$ cat config.mk
export PLATFORM = sky130hd
export DESIGN_NAME = pdp8_mem_arb
export DESIGN_NICKNAME = d
export VERILOG_FILES = /design/src/rtl/pdp8_mem_arb.sv
export SDC_FILE = /design/constraint.sdc
export NUM_CORES = 1
export LEC_CHECK = 0
export CAP_MARGIN = 20
export CORE_UTILIZATION = 44
export CTS_CLUSTER_SIZE = 28
export DETAILED_ROUTE_END_ITERATION = 8
export PLACE_DENSITY = 0.86
export SLEW_MARGIN = 20
export SYNTH_ARGS = -nofsm -noshare
export SYNTH_HDL_FRONTEND = slang
export SYNTH_SLANG_ARGS = --single-unit
export TNS_END_PERCENT = 10
$ cat constraint.sdc
create_clock -name clk -period 6 [get_ports clk]
set_clock_uncertainty 0.15 [all_clocks]
set_input_delay 1.2 -clock clk [delete_from_list [all_inputs] [get_ports clk]]
set_output_delay 1.2 -clock clk [all_outputs]
set_load 0.02 [all_outputs]
$ cat src/rtl/pdp8_mem_arb.sv
// pdp8_mem_arb: shares the single 32Kx12 main RAM between the CPU memory port
// and the I/O cycle-steal (DMA) port. The CPU owns the RAM by default. A pending
// DMA transfer takes the first idle CPU cycle. If the CPU keeps the RAM busy for
// MAX_WAIT cycles, the DMA transfer is forced and the CPU is stalled for that one
// cycle only.
module pdp8_mem_arb #(
    parameter int unsigned MAX_WAIT = 4,
    parameter int unsigned WAIT_W   = 3
) (
    input  logic        clk,
    input  logic        reset,
    input  logic [14:0] cpu_addr,
    input  logic [11:0] cpu_data_in,
    input  logic        cpu_rd,
    input  logic        cpu_wr,
    output logic [11:0] cpu_data_out,
    output logic        cpu_wait,
    input  logic        dma_read_req,
    input  logic        dma_write_req,
    input  logic [14:0] dma_ma,
    input  logic [11:0] dma_data_in,
    output logic        dma_done,
    output logic [11:0] dma_data_out,
    output logic [14:0] ram_addr,
    output logic [11:0] ram_data_out,
    output logic        ram_rd,
    output logic        ram_wr,
    input  logic [11:0] ram_data_in
);

    typedef enum logic [1:0] {
        ST_IDLE = 2'd0,
        ST_PEND = 2'd1,
        ST_DONE = 2'd2,
        ST_REC  = 2'd3
    } state_t;

    localparam logic [WAIT_W-1:0] WAIT_MAX = WAIT_W'(MAX_WAIT);
    localparam logic [WAIT_W-1:0] WAIT_ONE = WAIT_W'(1);

    state_t            state_q,     state_d;
    logic              op_wr_q,     op_wr_d;
    logic [14:0]       ma_q,        ma_d;
    logic [11:0]       wdata_q,     wdata_d;
    logic [WAIT_W-1:0] wait_cnt_q,  wait_cnt_d;
    logic              dma_done_q,  dma_done_d;
    logic [11:0]       dma_rdata_q, dma_rdata_d;
    logic [11:0]       cpu_rdata_q, cpu_rdata_d;
    logic              cpu_rd_q,    cpu_rd_d;

    logic              cpu_req_s;
    logic              wait_max_s;
    logic              grant_s;
    logic              dma_rd_done_s;

    assign cpu_req_s     = cpu_rd | cpu_wr;
    assign wait_max_s    = (wait_cnt_q == WAIT_MAX);
    assign dma_rd_done_s = (state_q == ST_DONE) && !op_wr_q;

    // DMA FSM next state: latch the request, wait for a slot, complete, recover.
    always_comb begin
        state_d    = state_q;
        op_wr_d    = op_wr_q;
        ma_d       = ma_q;
        wdata_d    = wdata_q;
        wait_cnt_d = wait_cnt_q;
        dma_done_d = 1'b0;
        grant_s    = 1'b0;
        case (state_q)
            ST_IDLE: begin
                if (dma_write_req || dma_read_req) begin
                    // Write wins when both requests are raised together.
                    state_d    = ST_PEND;
                    op_wr_d    = dma_write_req;
                    ma_d       = dma_ma;
                    wdata_d    = dma_data_in;
                    wait_cnt_d = {WAIT_W{1'b0}};
                end else begin
                    state_d = ST_IDLE;
                end
            end
            ST_PEND: begin
                if (!cpu_req_s || wait_max_s) begin
                    grant_s    = 1'b1;
                    dma_done_d = 1'b1;
                    state_d    = ST_DONE;
                end else begin
                    // Counter never passes WAIT_MAX: reaching it forces the grant.
                    wait_cnt_d = wait_cnt_q + WAIT_ONE;
                    state_d    = ST_PEND;
                end
            end
            ST_DONE: begin
                state_d = ST_REC;
            end
            ST_REC: begin
                // Requests are ignored here so the requester can drop its level.
                state_d = ST_IDLE;
            end
            default: begin
                state_d = ST_IDLE;
            end
        endcase
    end

    // RAM port steering: DMA in its granted cycle, CPU pass-through otherwise.
    always_comb begin
        ram_addr     = cpu_addr;
        ram_data_out = cpu_data_in;
        ram_rd       = 1'b0;
        ram_wr       = 1'b0;
        if (reset) begin
            ram_rd = 1'b0;
            ram_wr = 1'b0;
        end else if (grant_s) begin
            ram_addr     = ma_q;
            ram_data_out = wdata_q;
            ram_wr       = op_wr_q;
            ram_rd       = !op_wr_q;
        end else begin
            // A simultaneous read and write from the CPU is a write.
            ram_wr = cpu_wr;
            ram_rd = cpu_rd & ~cpu_wr;
        end
    end

    // Read-data capture: CPU and DMA each keep their own last-read word.
    always_comb begin
        cpu_rd_d    = cpu_rd & ~cpu_wr & ~grant_s;
        cpu_rdata_d = cpu_rdata_q;
        dma_rdata_d = dma_rdata_q;
        if (cpu_rd_q) begin
            cpu_rdata_d = ram_data_in;
        end else begin
            cpu_rdata_d = cpu_rdata_q;
        end
        if (dma_rd_done_s) begin
            dma_rdata_d = ram_data_in;
        end else begin
            dma_rdata_d = dma_rdata_q;
        end
    end

    // State and data registers, cleared by the asynchronous reset.
    always_ff @(posedge clk or posedge reset) begin
        if (reset) begin
            state_q     <= ST_IDLE;
            op_wr_q     <= 1'b0;
            ma_q        <= 15'd0;
            wdata_q     <= 12'd0;
            wait_cnt_q  <= {WAIT_W{1'b0}};
            dma_done_q  <= 1'b0;
            dma_rdata_q <= 12'd0;
            cpu_rdata_q <= 12'd0;
            cpu_rd_q    <= 1'b0;
        end else begin
            state_q     <= state_d;
            op_wr_q     <= op_wr_d;
            ma_q        <= ma_d;
            wdata_q     <= wdata_d;
            wait_cnt_q  <= wait_cnt_d;
            dma_done_q  <= dma_done_d;
            dma_rdata_q <= dma_rdata_d;
            cpu_rdata_q <= cpu_rdata_d;
            cpu_rd_q    <= cpu_rd_d;
        end
    end

    // The RAM returns read data one cycle late, so in the cycle after a read the
    // live RAM word is shown; otherwise the held copy is shown.
    assign cpu_data_out = cpu_rd_q ? ram_data_in : cpu_rdata_q;
    assign dma_data_out = dma_rd_done_s ? ram_data_in : dma_rdata_q;
    assign dma_done     = dma_done_q;
    assign cpu_wait     = grant_s & cpu_req_s;

endmodule

==> results.tsv <==
metric	value	unit
overflow	0	
grt_first_pass_wirelength	9.432	mm
ir_drop	0.0003061	V
finalWorstSetupSlack	1.214	ns
diodes	0	
cts_sinks	59	
dp_slack	1.212	ns
min_period_over_period	0.7977	
die_h	80.92	um
setup_viol	0	
crit_type	in -> out	
drc_errors	0	
comb_power_share	0.456	
finalHoldViolCount	0	
worst_pin_slew	0.7225	ns
hpwlAfterDp	4.493	mm
drt_wl_total	6.096	mm
layout_common_cells	clkdlybuf4s50_1 (126), dfrtp_1 (59), mux2_2 (50)	
syn_area	2740	um^2
syn_inst	181	
grt_max_degree	60	
initial_core_util	0.4601	
htreeDepth	3	
syn_area_per_cell	15.14	um^2
gp_congestion	0.8429	
hold_path.class	reg -> reg	
cts.repair.resized	0	
finalNetCount	388	
grt_use_total	0.1931	
seq_power_share	0.361	
clock_power_share	0.183	
dr_total_vias	1981	
drtIter0Drc	56	
syn2layout_area_growth	54.98	%
path_max_fanout	27	
yosysSeqAreaShare	0.5388	
cts_tree	yes	
path_clk_slew	0.06	ns
cts-root-buf	clkbuf_8	
synthesis.nets	255	
cts_setup_buffers	0	
fmax	208.9	MHz
core-area	5956	um^2
fin_tns_setup	0	ns
swShare	0.3258	
final_common_cell	clkdlybuf4s50_1	
cts_hold_buf	0	
ios	127	
ys_ff_latch	59	
die_w	80.92	um
intPower	1244	uW
num_rows	28	
crit_path_end_kind	output port	
p_switching	601.2	uW
antenna_left	0	
grt_pass1_vias	1996	
cts_buffers	9	
yosysWarningCount	0	
drive_above_1_share	0.2902	
finalMaxSlewViolations	0	
port_buffers	126	
leakagePower	0.001823	uW
yosysUniqueCellTypes	31	
rsz0062_at_grt	no	
wl_per_cell	15.55	um
clockBufferDepth	2	
critPathArrivalTime	3.44	ns
start_kind	input pin	
dieArea	6547	um^2
maxCapViolations	0	
drt_first_pass_iters	4	
antenna_found_initial	0	
status	complete, no violations	
clk_latency	0.33	ns
period_needed	4.786	ns
viasPerCell	5.054	
maxSlewHeadroom	0.5183	
power.density	434.5	nW/um^2
worstPathRequired	4.65	ns
-- Yosys cell counts (all sizes together) --
library cell | instances | share of area
o41ai | 1 | 0.0032
o311a | 1 | 0.0037
or4 | 1 | 0.0027
buf | 7 | 0.020
o21ai | 3 | 0.0055
mux2 | 79 | 0.35
o31ai | 1 | 0.0027
o21a | 1 | 0.0027
nand2b | 2 | 0.0046
nand3 | 4 | 0.012
xor2 | 1 | 0.0032
o221ai | 1 | 0.0032
dfrtp | 59 | 0.54
a2bb2oi | 1 | 0.0032
or2 | 2 | 0.0046
ha | 2 | 0.0091
a31o | 1 | 0.0032
nor2 | 5 | 0.0069
and2b | 1 | 0.0027
nand2 | 1 | 0.0014
nor3 | 1 | 0.0018
a21oi | 1 | 0.0018
inv | 4 | 0.0055
o2bb2ai | 1 | 0.0055
-- critical path, stage by stage --
cell and delay (ns):
clkdlybuf4s50_1 0.52, o2bb2ai_2 0.30, nand3_4 0.41, mux2_4 0.44
clkdlybuf4s50_1 0.54
-- logic make-up (layout without fill, tap and decap cells) --
kind of cell,count (synthesis),in the layout,share of synthesized area
mux,79,79,0.3521
buf+inv,11,147,0.02557
simple gates,17,17,0.03653
xor+xnor,1,1,0.003197
fa+ha+maj,2,2,0.009131
flops,59,59,0.5388
compound gates,12,12,0.03470
-- worst paths after layout --
| check | start | end | slack [ns] | cells after the start |
|---|---|---|---|---|
| max in group asynchronous | reset | ma_q[12]$_DFFE_PP0P_ | 3.80 | 3 |
| worst min-delay path | ma_q[14]$_DFFE_PP0P_ | ma_q[14]$_DFFE_PP0P_ | 0.33 | 1 |
| worst max register to register | state_q[0]$_DFF_PP0_ | ma_q[12]$_DFFE_PP0P_ | 4.17 | 4 |
| min in group asynchronous | reset | wait_cnt_q[1]$_DFFE_PP0P_ | 1.42 | 3 |
| worst max-delay path | cpu_wr | ram_addr[8] | 1.21 | 5 |
| worst min register to register | ma_q[14]$_DFFE_PP0P_ | ma_q[14]$_DFFE_PP0P_ | 0.33 | 1 |
-- area by class of cell --
cell class | instances | area (um^2)
timing repair buffer | 129 | 1284
multi-input combinational | 111 | 1196
fill | 462 | 1709
tap | 75 | 93.84
inverter | 4 | 15.01
clock buffer | 11 | 141.4
sequential | 59 | 1476
clock inverter | 3 | 40.04
-- power groups by stage --
stage / Clock, uW / Sequential, uW / Combinational (uW)
after detailed placement: 0 / 676 / 846
after global placement: 0 / 665 / 825
final: 337 / 666 / 842
after floorplan: 0 / 643 / 546
after CTS: 347 / 669 / 851
after global routing: 364 / 690 / 904
-- metal layers --
| metal | GRT usage | vias to the layer above | wire (um) |
|---|---|---|---|
| met5 | 0 | - | 0 |
| met4 | 0.05893 | 0 | 78 |
| met3 | 0.07528 | 9 | 610 |
| met2 | 0.3059 | 99 | 2861 |
| met1 | 0.2431 | 952 | 2546 |
| li1 | - | 921 | - |
-- sequential cells by signal, indices dropped and copies added (netlist names), named ones only --
name,flops
ma_q,15
cpu_rdata_q,12
dma_rdata_q,12
wdata_q,12
wait_cnt_q,3
cpu_rd_q,1
dma_done,1
op_wr_q,1
state_q,1
-- metrics by stage --
stage / instance area, um^2 / instances / utilization / hold WS, ns / power, uW
floorplan: 2740 / 181 / - / 0.3041 / 1189
global placement: 4058 / 377 / 0.6813 / 0.3199 / 1490
detailed placement: 4058 / 377 / 0.6813 / 0.3220 / 1522
CTS: 4239 / 391 / 0.7118 / 0.3359 / 1868
global route: 4247 / 392 / 0.7130 / 0.3576 / 1958
finish: 4247 / 392 / 0.7130 / 0.3302 / 1845
No activity file was read; power rests on OpenSTA's default activity.
